**src/rtl/serial_arith_if.sv**
```systemverilog
// Operand/result bundle for serial_arith_seq: the requester drives start/op_sub/a/b,
// the sequencer returns busy/done, the result, carry-out, flags and its FSM state.
interface serial_arith_if #(
  parameter int WIDTH = 32
);
  // Handshake: start is sampled only while busy=0 (IDLE or FIN); a sampled start
  // captures op_sub/a/b on that edge. done pulses for one cycle when result,
  // cout and flags become valid; they then hold until the next accepted start.
  logic             start;
  logic             op_sub;
  logic [WIDTH-1:0] a;
  logic [WIDTH-1:0] b;
  logic             busy;
  logic             done;
  logic [WIDTH-1:0] result;
  logic             cout;
  logic             flag_z;
  logic             flag_n;
  logic             flag_v;
  logic [1:0]       dbg_state;

  modport master (
    output start, op_sub, a, b,
    input  busy, done, result, cout, flag_z, flag_n, flag_v, dbg_state
  );

  modport slave (
    input  start, op_sub, a, b,
    output busy, done, result, cout, flag_z, flag_n, flag_v, dbg_state
  );
endinterface

```
**src/rtl/serial_arith_seq.sv**
```systemverilog
// Bit-serial add/subtract: one full-adder cell reused LSB-first over WIDTH cycles.
// Define SERIAL_ARITH_FLAGS_EN to build the zero/negative/overflow flag logic.
module serial_arith_seq #(
  parameter int WIDTH = 32
) (
  input  logic          clk,
  input  logic          rst_n,
  serial_arith_if.slave bus
);
  localparam int CW = $clog2(WIDTH);
  localparam logic [CW-1:0] LAST = CW'(WIDTH - 1);

  typedef enum logic [1:0] {
    IDLE = 2'd0,
    RUN  = 2'd1,
    FIN  = 2'd2
  } state_t;

  state_t           r_state;
  logic [WIDTH-1:0] r_a;
  logic [WIDTH-1:0] r_b;
  logic [WIDTH-1:0] r_result;
  logic [CW-1:0]    r_cnt;
  logic             r_carry;
  logic             r_busy;
  logic             r_done;
  logic             r_cout;

  logic w_s;
  logic w_c;
  logic w_accept;
  logic w_last;

  // The single full-adder cell; operands shift right so bit 0 is always current.
  assign w_s      = r_a[0] ^ r_b[0] ^ r_carry;
  assign w_c      = (r_a[0] & r_b[0]) | (r_a[0] & r_carry) | (r_b[0] & r_carry);
  assign w_accept = (r_state != RUN) && bus.start;
  assign w_last   = (r_state == RUN) && (r_cnt == LAST);

  always_ff @(posedge clk or negedge rst_n) begin
    if (!rst_n) begin
      r_state  <= IDLE;
      r_a      <= '0;
      r_b      <= '0;
      r_result <= '0;
      r_cnt    <= '0;
      r_carry  <= 1'b0;
      r_busy   <= 1'b0;
      r_done   <= 1'b0;
      r_cout   <= 1'b0;
    end else begin
      case (r_state)
        IDLE, FIN: begin
          r_done <= 1'b0;
          if (w_accept) begin
            // Subtraction is a + ~b + 1: invert b and seed the carry with op_sub.
            r_a      <= bus.a;
            r_b      <= bus.op_sub ? ~bus.b : bus.b;
            r_carry  <= bus.op_sub;
            r_cnt    <= '0;
            r_result <= '0;
            r_cout   <= 1'b0;
            r_busy   <= 1'b1;
            r_state  <= RUN;
          end else begin
            r_state <= IDLE;
          end
        end
        RUN: begin
          r_result[r_cnt] <= w_s;
          r_carry         <= w_c;
          r_a             <= r_a >> 1;
          r_b             <= r_b >> 1;
          if (w_last) begin
            r_cout  <= w_c;
            r_busy  <= 1'b0;
            r_done  <= 1'b1;
            r_state <= FIN;
          end else begin
            r_cnt <= r_cnt + 1'b1;
          end
        end
        default: begin
          r_busy  <= 1'b0;
          r_done  <= 1'b0;
          r_state <= IDLE;
        end
      endcase
    end
  end

`ifdef SERIAL_ARITH_FLAGS_EN
  logic r_flag_z;
  logic r_flag_n;
  logic r_flag_v;

  // Flags are resolved on the last bit: the MSB sum is still on w_s, and the
  // lower result bits are already in place.
  always_ff @(posedge clk or negedge rst_n) begin
    if (!rst_n) begin
      r_flag_z <= 1'b0;
      r_flag_n <= 1'b0;
      r_flag_v <= 1'b0;
    end else if (w_accept) begin
      r_flag_z <= 1'b0;
      r_flag_n <= 1'b0;
      r_flag_v <= 1'b0;
    end else if (w_last) begin
      r_flag_z <= ~w_s && (r_result[WIDTH-2:0] == '0);
      r_flag_n <= w_s;
      r_flag_v <= r_carry ^ w_c;
    end
  end

  assign bus.flag_z = r_flag_z;
  assign bus.flag_n = r_flag_n;
  assign bus.flag_v = r_flag_v;
`else
  assign bus.flag_z = 1'b0;
  assign bus.flag_n = 1'b0;
  assign bus.flag_v = 1'b0;
`endif

  assign bus.busy      = r_busy;
  assign bus.done      = r_done;
  assign bus.result    = r_result;
  assign bus.cout      = r_cout;
  assign bus.dbg_state = r_state;
endmodule

```
**src/flat_wrapper.sv**
```systemverilog
// flat-port wrapper written by rule: the top's interface ports become plain ports
module serial_arith_seq_flat 
#(
  parameter int WIDTH = 32
)
  (clk, rst_n, bus_start, bus_op_sub, bus_a, bus_b, bus_busy, bus_done, bus_result, bus_cout, bus_flag_z, bus_flag_n, bus_flag_v, bus_dbg_state);
  serial_arith_if #(.WIDTH(WIDTH)) bus_i ();
  input  logic clk;
  input  logic rst_n;
  input wire logic [$bits(bus_i.start)-1:0] bus_start;
  input wire logic [$bits(bus_i.op_sub)-1:0] bus_op_sub;
  input wire logic [$bits(bus_i.a)-1:0] bus_a;
  input wire logic [$bits(bus_i.b)-1:0] bus_b;
  output wire logic [$bits(bus_i.busy)-1:0] bus_busy;
  output wire logic [$bits(bus_i.done)-1:0] bus_done;
  output wire logic [$bits(bus_i.result)-1:0] bus_result;
  output wire logic [$bits(bus_i.cout)-1:0] bus_cout;
  output wire logic [$bits(bus_i.flag_z)-1:0] bus_flag_z;
  output wire logic [$bits(bus_i.flag_n)-1:0] bus_flag_n;
  output wire logic [$bits(bus_i.flag_v)-1:0] bus_flag_v;
  output wire logic [$bits(bus_i.dbg_state)-1:0] bus_dbg_state;
  assign bus_i.start = bus_start;
  assign bus_i.op_sub = bus_op_sub;
  assign bus_i.a = bus_a;
  assign bus_i.b = bus_b;
  assign bus_busy = bus_i.busy;
  assign bus_done = bus_i.done;
  assign bus_result = bus_i.result;
  assign bus_cout = bus_i.cout;
  assign bus_flag_z = bus_i.flag_z;
  assign bus_flag_n = bus_i.flag_n;
  assign bus_flag_v = bus_i.flag_v;
  assign bus_dbg_state = bus_i.dbg_state;
  serial_arith_seq #(.WIDTH(WIDTH)) u_core (.clk(clk), .rst_n(rst_n), .bus(bus_i));
endmodule
```
**config.mk**
```make
export PLATFORM = sky130hd
export DESIGN_NAME = serial_arith_seq_flat
export DESIGN_NICKNAME = d
export VERILOG_FILES = /design/src/rtl/serial_arith_if.sv /design/src/rtl/serial_arith_seq.sv /design/src/flat_wrapper.sv
export SDC_FILE = /design/constraint.sdc
export NUM_CORES = 1
export LEC_CHECK = 0
export ABC_AREA = 0
export CAP_MARGIN = 30
export CORE_ASPECT_RATIO = 1.5
export CORE_MARGIN = 3
export CORE_UTILIZATION = 51
export DETAILED_ROUTE_END_ITERATION = 16
export PLACE_DENSITY = 0.86
export REMOVE_ABC_BUFFERS = 1
export SYNTH_ARGS = -nofsm -noshare
export SYNTH_HDL_FRONTEND = slang
export SYNTH_SLANG_ARGS = --single-unit
```
**constraint.sdc**
```tcl
create_clock -name clk -period 2.46 [get_ports clk]
set_clock_uncertainty 0.1 [all_clocks]
set_input_delay 0.492 -clock clk [delete_from_list [all_inputs] [get_ports clk]]
set_output_delay 0.492 -clock clk [all_outputs]
set_load 0.05 [all_outputs]
```
# Yosys cells after proc, flatten, opt, wreduce, memory -nomap -nowiden
# Cells that the tools add are included.
[word_totals] word_cells=63 input_bits=68 ff_bits=107
[classes] eq_ne=7 n_bitwise=8 n_reduce_logical=10 n_addsub=1 muxes=26 magnitude_cmp=2
[op_table] operator="case mux 32 bit (2 select lines)" count=3
[op_table] operator="two-way mux 32 bit" count=4
[op_table] operator="bitwise mux 32 bit" count=1
[op_table] operator="inverter 32 bit" count=1
[op_table] operator="two-way mux 5 bit" count=2
[op_table] operator="case mux 5 bit (2 select lines)" count=1
[op_table] operator="two-way mux 1 bit" count=9
[op_table] operator="< comparator 5 x 6 -> 1 bit, second input constant" count=1
[op_table] operator="!= test 2 x 1 -> 1 bit, second input constant" count=3
[op_table] operator="case mux 1 bit (2 select lines)" count=3
[op_table] operator="AND reduction 3 bit" count=2
[op_table] operator="adder 5 x 1 -> 5 bit, second input constant" count=1
[op_table] operator="demux 1 bit (select 5 bit)" count=1
[op_table] operator="== test 5 bit, second input constant" count=1
[op_table] operator=">= comparator 5 x 1 -> 1 bit, second input constant" count=1
[op_table] operator="case mux 2 bit (2 select lines)" count=1
[op_table] operator="AND reduction 2 bit" count=2
[op_table] operator="bitwise AND 1 bit" count=3
[op_table] operator="logical AND 1 bit" count=3
[op_table] operator="== test 2 x 1 -> 1 bit, second input constant" count=1
[op_table] operator="== test 2 bit, second input constant" count=1
[op_table] operator="zero test 2 bit" count=1
[op_table] operator="two-way mux 2 bit" count=1
[op_table] operator="!= test 2 bit, second input constant" count=1
[op_table] operator="other kinds (4)" count=6

# Longest topological paths before layout
# Gate-level depths: netlist of run 1.
[logic_depth] ltp_word=6 depth_mapped=7

# Worst setup path before layout of run 1
# OpenSTA, ideal clock, no wires.
[synth_timing] path_kind="register to register" start="register u_core.r_cnt[0]" end="register u_core.r_cnt[0]" stages_incl_launch_ff=8 setup_slack_ns=0.472 period_less_slack_ns=1.988 setup_ns=0.129 required_time_ns=2.231 t_arrival_ns=1.759 cell_sequence="dfrtp_1 -> ha_1 -> clkbuf_1 -> and3_1 -> ha_1 -> or3b_2 -> nand3_1 -> o21ai_0"
[synth_between] elab_chain_cells=4 word_cells_on_any_way=7 cone_classes="1 x add/sub; 2 x eq/ne; 2 x mux; 2 x reduce/logical"
[synth_rtl] element="from (decl)" line_no="serial_arith_seq.sv:23" source="logic [CW-1:0] r_cnt;"
[synth_rtl] element="from (signal assigned)" line_no="serial_arith_seq.sv:80" source="r_cnt <= r_cnt + 1'b1;"
[synth_rtl] element="branches (longest 4 deep; another with adder 5 x 1 -> 5 bit)"
# Parallel ways; which one is timed is not known. The select of a mux whose other input is x is not followed.
# A chain may end at the register's enable or synchronous reset.

# Final worst setup path of run 1
[layout_timing] start="register u_core.r_state[1], in the netlist u_core.bus.dbg_state[1]" end="output bus_dbg_state[1]"
[layout_rtl] element="from (decl)" line_no="serial_arith_seq.sv:19" source="state_t r_state;"
[layout_rtl] element="from (signal assigned)" line_no="serial_arith_seq.sv:42" source="r_state <= IDLE;"
[layout_rtl] element="from (signal assigned)" line_no="serial_arith_seq.sv:64" source="r_state <= RUN;"
[layout_rtl] element="from (signal assigned)" line_no="serial_arith_seq.sv:66" source="r_state <= IDLE;"
[layout_rtl] element="to (decl)" line_no="flat_wrapper.sv:21" source="output wire logic [$bits(bus_i.dbg_state)-1:0] bus_dbg_state;"
# No word-level cell between the ends.

==> results of run 1 <==
-- area by class of cell --
type | count | area, um2 | area share [%]
Clock inverter | 5 | 100 | 1.51
Timing Repair Buffer | 117 | 1210 | 18.3
Sequential cell | 107 | 2680 | 40.5
Tap cell | 115 | 144 | 2.18
Multi-Input combinational cell | 361 | 2220 | 33.6
Clock buffer | 11 | 243 | 3.67
Inverter | 6 | 22.5 | 0.340
-- sequential cells by signal, summed over array words and instances, names as in the netlist --
signal,flops
u_core.bus.cout,1
u_core.r_cnt,5
u_core.r_carry,1
u_core.r_a,32
u_core.bus.done,1
u_core.bus.result,32
u_core.bus.dbg_state,2
u_core.bus.busy,1
u_core.r_b,32
-- power breakdown --
| part | switching, mW | internal [mW] | total (mW) |
|---|---|---|---|
| sequential | 0.495 | 2.56 | 3.06 |
| clock | 0.618 | 1.02 | 1.64 |
| combinational | 2.56 | 1.56 | 4.12 |
| total | 3.67 | 5.14 | 8.82 |
-- per-layer routing --
metal / vias up / track usage, % / routed length [um]
li1: 2014 / - / -
met3: 24 / 3.05 / 510
met5: - / 0 / 0
met2: 136 / 36.4 / 6320
met4: 0 / 9.79 / 321
met1: 2078 / 26.9 / 4760
-- cells by family (layout without fill, tap and decap cells) --
| family | Yosys count | count (layout) |
|---|---|---|
| xor+xnor | 32 | 32 |
| fa+ha+maj | 6 | 6 |
| other cells | 1 | 3 |
| flops | 107 | 107 |
| buf+inv | 56 | 139 |
| simple gates | 173 | 173 |
| mux | 17 | 17 |
| compound gates | 130 | 130 |
-- cells in the mapped netlist (5+ instances only) --
library cell / number / area (um2)
a31oi_1: 12 / 75.1
nand3b_1: 8 / 60.1
mux2i_1: 17 / 170
buf_2: 22 / 110
nor3_1: 31 / 155
o31ai_1: 17 / 128
o211ai_1: 16 / 120
a22oi_1: 11 / 82.6
xnor2_1: 7 / 61.3
nand2_1: 58 / 218
a21oi_1: 27 / 135
nand3_1: 20 / 100
ha_1: 5 / 62.6
clkbuf_1: 8 / 30.0
nor2_1: 43 / 161
dfrtp_1: 107 / 2680
xor2_1: 25 / 219
buf_4: 15 / 113
o22ai_1: 33 / 206
a221o_1: 7 / 70.1
inv_1: 6 / 22.5
-- metrics by stage --
stage	total power, mW	area, um2	hold slack (ns)	util (%)	setup TNS (ns)
after floorplan	5.82	4890	0.0964	-	-137.29
after global placement	6.98	6260	0.276	63.9	0
after detailed placement	7.19	6260	0.285	63.9	0
after CTS	8.85	6620	0.415	67.5	0
after global routing	9.37	6620	0.435	67.5	0
final	8.82	6620	0.408	67.5	0
-- worst max path at each step --
| stage | start | endpoint | slack, ns | cells past startpoint |
|---|---|---|---|---|
| after floorplan | u_core.bus.dbg_state[0] | u_core.r_b[0] | -1.88 | 3 |
| after global placement | u_core.r_cnt[0] | u_core.r_cnt[0] | 0.40 | 6 |
| after detailed placement | bus_start | u_core.r_b[25] | 0.37 | 5 |
| after CTS | u_core.bus.dbg_state[1] | bus_dbg_state[1] | 0.1 | 1 |
| after global routing | u_core.bus.dbg_state[1] | bus_dbg_state[1] | 0.06 | 1 |
| final | u_core.bus.dbg_state[1] | bus_dbg_state[1] | 0.12 | 1 |
==> results.md, run 1 <==
* Final net count at 676
* First-pass GRT wire length at 19500 um
* Layout Area Growth over Synthesis at 27.4%
* Simple-gate share of the synthesized area at 15.2%
* Hold_buf cts at 1
* Drt drc at 0
* Total clock buffers created by CTS at 9
* Most common cell after layout, fill and taps aside: dfrtp_1
* Root Buffer: clkbuf_16
* Initial antenna violation count at 0
* Fin worst setup slack at between 0.1 and 0.15 ns
* Post-Synthesis Cells at 522
* P_leak at between 2 and 3 nW
* Via count at around 4300
* Status: completed
* Rows at 44
* Number of synthesized register bits at ~110
* Wirelength per Cell at approximately 17 um
* Cells after DPL at about 700
* Synth cell types at 36
* Largest family of logic cells by synthesized area: compound AO/OA/AOI/OAI gates
* Setup Slack @ Placement at between 0.3 and 0.4 ns
* EDFF count, synth at 0
* Final hold vios at 0
* Number of buffers added for setup after CTS at 0
* Hold path depth at 2
* Period utilization at a little over nine tenths
* Clock H-tree levels at 3
* Most frequent cells in the layout: 107 x dfrtp_1, 102 x clkdlybuf4s50_1, 58 x nand2_1, 43 x nor2_1, 33 x o22ai_1
* Crit end category: primary output
* Clk pin slew, worst setup/hold paths at roughly 0.07 ns
* Crit path buf inv count at 1
* Register-to-register setup slack at 0.35 ns
* Pin count of the biggest net entering global routing at between 60 and 70
* WP data arrival at 1.75 ns
* Cell area after synthesis at between 5000 and 6000 um2
* Worst Setup Path Type: reg2out
* Synth Flop Type: dfrtp_1
* Slowest cell on the critical path: clkdlybuf4s50_1
* Die height at approximately 130 um
* GP Congestion at 0.796
* Crit-path max FO at 11
* Die width at approximately 90 um
* Setup-failing EPs final at 0
* Routed Antenna Nets at 0
* Max-Cap Viols at 0
* Post-route insts no fill at between 700 and 800
* Worst Hold Launch: u_core.r_a[9]
* RSZ-0062 raised after global routing: false
* Initial core utilization at between 50 and 60%
* First-pass iteration count of the detailed router at 4
* Cell family with most CP delay: buffers and inverters
* Pwr Density at ~1300 nW/um2
* DRT iter0 DRCs at about 300
* Fmax at 0.427 GHz
* Reg2reg path depth at 6
* Xor/xnor cell area share of the yosys netlist at 5.40%
* Peak VDD IR at 595 uV
* Ports at 108
* Ys Warns at 0
* Slew Viols, Final at 0
* Hold endpoint: u_core.r_a[9]
* Sequential area share after synthesis at about half
* Post-cts resize count at 0
* Vias in the first global route at 4234
* CTS Sinks at about 110
* Post-synthesis adder-cell area fraction at under 10%
* Synth Area in Compound Gates at about 17%
* Total core area at a little under 10000 um2
* Chain of cells forming the critical path: clkdlybuf4s50_1
* Req. time, crit path at approximately 1.9 ns
* Fillcell total at 761
* Diodes inserted at 0
* Fin crit period at approximately 2.3 ns
* Rel. slew slack at between 60 and 70%
* Multiplexer share of the synthesized area at about 3.3%
* Layout cells sized above 1 at under 10%
* Routed WL at about 12000 um
* Hold Path Class: reg2reg
* HPWL after detailed placement at between 8000 and 9000 um
* Max Root-Sink Buffers at 2
* Slowest stage delay, CP at roughly 0.87 ns
* Clk_lat worst skew at 0.34 ns
* Total GRT Usage at 21.5%
* Worst-margin pin slew at ~0.55 ns
* Port bufs at between 100 and 150
* Reg-to-Reg End: u_core.r_cnt[0]
* Die footprint at approximately 11000 um2
* Worst setup SP type: register
* Grt ovf at 0
* Post-synthesis async set-or-reset flop share at 100%
* Average cell area after synthesis at between 9 and 10 um2
* FF-to-FF Start: u_core.r_cnt[0]
* Drt via density at 5.89
* CTS tree: yes
Note: power is estimated with default switching activity, not from simulation.
==> run 2: changes to the inputs <==
--- a/config.mk
+++ b/config.mk
@@ -9,9 +9,10 @@
 export CAP_MARGIN = 30
 export CORE_ASPECT_RATIO = 1.5
 export CORE_MARGIN = 3
-export CORE_UTILIZATION = 51
+export CORE_UTILIZATION = 53
+export CTS_BUF_LIST = sky130_fd_sc_hd__clkbuf_8
 export DETAILED_ROUTE_END_ITERATION = 16
-export PLACE_DENSITY = 0.86
+export PLACE_DENSITY = 0.88
 export REMOVE_ABC_BUFFERS = 1
 export SYNTH_ARGS = -nofsm -noshare
 export SYNTH_HDL_FRONTEND = slang
==> run 2 against run 1 <==
Against the previous run: via count shrank 2.1%; worst hold slack worse by 0.37 ns; sequential share of layout area up 0.83 points; power down 6.7%; final area decreased by 2.0%; non-clock buffer count grew 4; worst setup slack got worse by 0.053 ns; register-to-register slack hardly changed; fmax decreased by 2.2%; core utilization grew 1.3 points; combinational power is essentially flat; routed wire length shrank 2.9%; highest routed layer unchanged.
==> results.md, run 2 (synthesis gave the netlist of run 1 again) <==
* Status: completed
* Final hold vios at 0
* Max-Cap Viols at 0
* Total core area at about 9400 um2
* Die height at around 130 um
* Layout Area Growth over Synthesis at 24.8%
* Hold Path Class: in2async
* Slew Viols, Final at 0
* Peak VDD IR at between 900 and 1000 uV
* Sw frac at 43.8%
* Rel. slew slack at between 50% and 60%
* Die width at roughly 87 um
* Max Root-Sink Buffers at 2
* First-pass GRT wire length at 19500 um
* Most frequent cells in the layout: 107 x dfrtp_1, 102 x clkdlybuf4s50_1, 58 x nand2_1, 43 x nor2_1, 33 x o22ai_1
* Clock H-tree levels at 3
* Rows at 43
* RSZ-0062 raised after global routing: false
* Die footprint at ~11000 um2
* Drt drc at 0
* Clock power frac at about 13%
* Hold_buf cts at 0
* Total GRT Usage at a little over a fifth
* Worst Setup Path Type: reg2out
* Critical path depth in cells at 1
* CTS Sinks at 107
* Post-Layout Inst Area at 6480 um2
* Req. time, crit path at 1.87 ns
* P_leak at around 2.8 nW
* Total clock buffers created by CTS at 9
* Chain of cells forming the critical path: clkdlybuf4s50_1
* Diodes inserted at 0
* WHS at approximately 0.041 ns
* Grt ovf at 0
* Drt via density at about 5.8
* Crit path buf inv count at 1
* Placement Cell Area at approximately 6300 um2
* Root Buffer: clkbuf_8
* Fillcell total at 736
* Fin crit period at ~2.4 ns
* Psw at approximately 3.6 mW
* Setup-failing EPs final at 0
* WP data arrival at 1.80 ns
* Fin worst setup slack at between 0.06 and 0.07 ns
* Slowest stage delay, CP at 0.88 ns
* HPWL after detailed placement at about 8300 um
* Routed Antenna Nets at 0
* Number of buffers added for setup after CTS at 0
* Combinational share of power at between 50% and 60%
* Crit-path max FO at 11
* CTS tree: yes
* Period utilization at roughly 100%
* Port bufs at between 100 and 150
* FF-to-FF Start: u_core.r_cnt[0]
* Wirelength per Cell at 16.0 um
* Slowest cell on the critical path: clkdlybuf4s50_1
* Post-cts resize count at 0
* Clk_lat worst skew at 0.37 ns
* DRT iter0 DRCs at approximately 270
* First-pass iteration count of the detailed router at 4
* Vias in the first global route at just over 4000
* Reg2reg path depth at 6
* Clk pin slew, worst setup/hold paths at ~0.1 ns
* Most common cell after layout, fill and taps aside: dfrtp_1
* Worst Setup SP: u_core.bus.dbg_state[1]
* Initial core utilization at 55.1%
* Via count at 4164
* Routed WL at approximately 12000 um
* Cell family with most CP delay: buffers and inverters
* Setup_tns at 0 ns
* Crit end category: primary output
* Pin count of the biggest net entering global routing at 51
* Pint at 4.62 mW
* Worst-margin pin slew at between 0.6 and 0.7 ns
* Layout cells sized above 1 at 6.87%
* Sequential Power Share at a little under two fifths
* Fmax at approximately 0.42 GHz
* Worst setup SP type: register
* Ports at between 100 and 150
* Final net count at between 600 and 700
* GP Congestion at ~0.85
* Pwr Density at approximately 1300 nW/um2
* Initial antenna violation count at 0
* Setup Slack @ Placement at around 0.35 ns
-- run 2: layout make-up --
class	count	area, um2	share of cell area, %
Inverter	6	22.5	0.347
Clock buffer	13	179	2.76
Timing Repair Buffer	121	1220	18.9
Sequential cell	107	2680	41.3
Clock inverter	3	20.0	0.309
Tap cell	112	140	2.16
Multi-Input combinational cell	361	2220	34.2
-- run 2: routing by layer --
layer	global-route usage, %	up-vias	share of wire [%]
met1	28.4	2012	42
met2	37.4	119	53
met5	0	-	0
li1	-	2020	-
met3	3.55	13	3.9
met4	7.06	0	1.2
-- run 2: final timing paths --
check                                   endpoint  slack, ns
max                             bus_dbg_state[1]       0.06
min                        u_core.bus.result[11]       0.04
max reg2reg                      u_core.r_cnt[3]       0.34
min reg2reg                       u_core.r_a[24]       0.41
max in group asynchronous         u_core.r_b[18]       1.54
min in group clk                  u_core.r_a[24]       0.41
-- run 2: power by group through the flow --
stage	combinational [mW]	sequential [mW]	clock, mW
5_1_grt	4.54	3.13	1.14
4_1_cts	4.16	3.03	1.07
6_report	4.13	3.04	1.06
2_1_floorplan	2.11	3.71	0
3_5_place_dp	4.16	3.06	0
3_3_place_gp	3.99	3.01	0
-- run 2: per-stage QoR --
step	total power, mW	cells	utilization, %
6_report	8.23	723	68.9
5_1_grt	8.81	723	68.9
4_1_cts	8.26	723	68.9
3_5_place_dp	7.22	707	66.7
3_3_place_gp	7.01	707	66.7
2_1_floorplan	5.82	474	-
==> run 3: changes to the inputs <==
--- a/config.mk
+++ b/config.mk
@@ -8,7 +8,6 @@
 export ABC_AREA = 0
 export CAP_MARGIN = 30
 export CORE_ASPECT_RATIO = 1.5
-export CORE_MARGIN = 3
 export CORE_UTILIZATION = 53
 export CTS_BUF_LIST = sky130_fd_sc_hd__clkbuf_8
 export DETAILED_ROUTE_END_ITERATION = 16
==> run 3 against run 2 <==
Against the previous run: clock-buffer cell count fell by 2; die area fell by 7.6%; critical path type unchanged; clock power rose by 13%; global-route usage rose by 2.1 points; final cell count fell by 0.28%; final area rose by 0.41%.
==> results.md, run 3 (synthesis gave the netlist of run 1 again) <==
* Status: completed
* Initial antenna violation count at 0
* P_leak at about 2.8 nW
* CTS tree: yes
* Die footprint at 10200 um2
* Slowest stage delay, CP at 0.81 ns
* Crit-path max FO at 2
* Layout Area Growth over Synthesis at 25.3%
* Pwr Density at about 1300 nW/um2
* Root Buffer: clkbuf_8
* Fillcell total at roughly 720
* Diodes inserted at 0
* Initial core utilization at around 55%
* Drt via density at 5.89
* Placement Cell Area at roughly 6300 um2
* FF-to-FF Start: u_core.r_cnt[0]
* Hold Path Class: in2async
* Critical path depth in cells at 1
* Final net count at 678
* CTS Sinks at between 100 and 150
* Drt drc at 0
* GP Congestion at 0.809
* Most frequent cells in the layout: 107 x dfrtp_1, 102 x clkdlybuf4s50_1, 58 x nand2_1, 43 x nor2_1, 33 x o22ai_1
* Register area at 2680 um2
* Worst Setup Path Type: reg2out
* Hold_buf cts at 0
* Crit end category: primary output
* Total GRT Usage at 24.0%
* Number of buffers added for setup after CTS at 0
* First-pass GRT wire length at 19600 um
* Slowest cell on the critical path: clkdlybuf4s50_1
* Port bufs at approximately 100
* RSZ-0062 raised after global routing: false
* Rel. slew slack at between 50% and 60%
* Post-Layout Inst Area at approximately 6500 um2
* Chain of cells forming the critical path: clkdlybuf4s50_1
* Post-cts resize count at 0
* Vias in the first global route at 4166
* Die height at approximately 120 um
* Clk pin slew, worst setup/hold paths at 0.09 ns
* DRT iter0 DRCs at roughly 200
* Worst Setup SP: u_core.bus.done
* Most common cell after layout, fill and taps aside: dfrtp_1
* Crit path buf inv count at 1
* Final hold vios at 0
* Pin count of the biggest net entering global routing at 77
* Clock H-tree levels at 3
* Routed Antenna Nets at 0
* WHS at ~0.062 ns
* Total core area at ~9400 um2
* Cell family with most CP delay: buffers and inverters
* Max-Cap Viols at 0
* Ports at about 110
* Cells after DPL at slightly above 700
* HPWL after detailed placement at 8260 um
* Post-route insts no fill at roughly 700
* Worst setup SP type: register
* Max Root-Sink Buffers at 2
* Layout cells sized above 1 at ~6.4%
* Setup_tns at 0 ns
* First-pass iteration count of the detailed router at 4
* Routed WL at between 10000 and 15000 um
* Peak VDD IR at 911 uV
* Area occupied by multi-input gates at between 2000 and 2500 um2
* Worst-margin pin slew at 0.685 ns
* Reg2reg path depth at 6
* Slew Viols, Final at 0
* Grt ovf at 0
* Fin crit period at roughly 2.2 ns
* Power, Total at 8.38 mW
* Die width at about 83 um
* Via count at 4249
* Clk_lat worst skew at 0.37 ns
* Req. time, crit path at approximately 1.9 ns
* Fmax at roughly 0.46 GHz
* Wirelength per Cell at about 16 um
* Total clock buffers created by CTS at 9
* WP data arrival at around 1.6 ns
* Period utilization at between 80% and 90%
* Rows at 43
* Setup-failing EPs final at 0
==> run 3: final timing paths <==
path | end | slack [ns]
max in group asynchronous | u_core.bus.result[23] | 1.59
min | u_core.r_a[10] | 0.06
max reg2reg | u_core.r_cnt[0] | 0.36
min reg2reg | u_core.r_a[31] | 0.41
max | bus_done | 0.29
min in group clk | u_core.r_a[31] | 0.41
==> run 3: layout make-up <==
class / instances / area share (%)
Sequential cell: 107 / 41.1
Clock inverter: 5 / 1.17
Multi-Input combinational cell: 361 / 34.1
Clock buffer: 11 / 2.33
Tap cell: 112 / 2.15
Timing Repair Buffer: 119 / 18.8
Inverter: 6 / 0.346
==> run 3: metal layers <==
metal / up-vias / GRT usage (%) / share of wire [%]
li1: 2013 / - / -
met1: 2079 / 28.4 / 40
met2: 126 / 42.6 / 53
met3: 31 / 3.87 / 3.5
met4: 0 / 12.2 / 3.5
met5: - / 0 / 0
==> run 3: through the flow <==
step / util [%] / setup slack (ns)
final: 69.5 / 0.294
after global placement: 67.1 / 0.412
after CTS: 69.5 / 0.278
after global routing: 69.5 / 0.248
after detailed placement: 67.1 / 0.308
after floorplan: - / -1.88
==> run 3: power breakdown <==
| part | total, mW | switching [mW] | internal (mW) |
|---|---|---|---|
| clock | 1.20 | 0.581 | 0.624 |
| sequential | 3.03 | 0.475 | 2.56 |
| combinational | 4.14 | 2.58 | 1.57 |
| total | 8.38 | 3.63 | 4.75 |
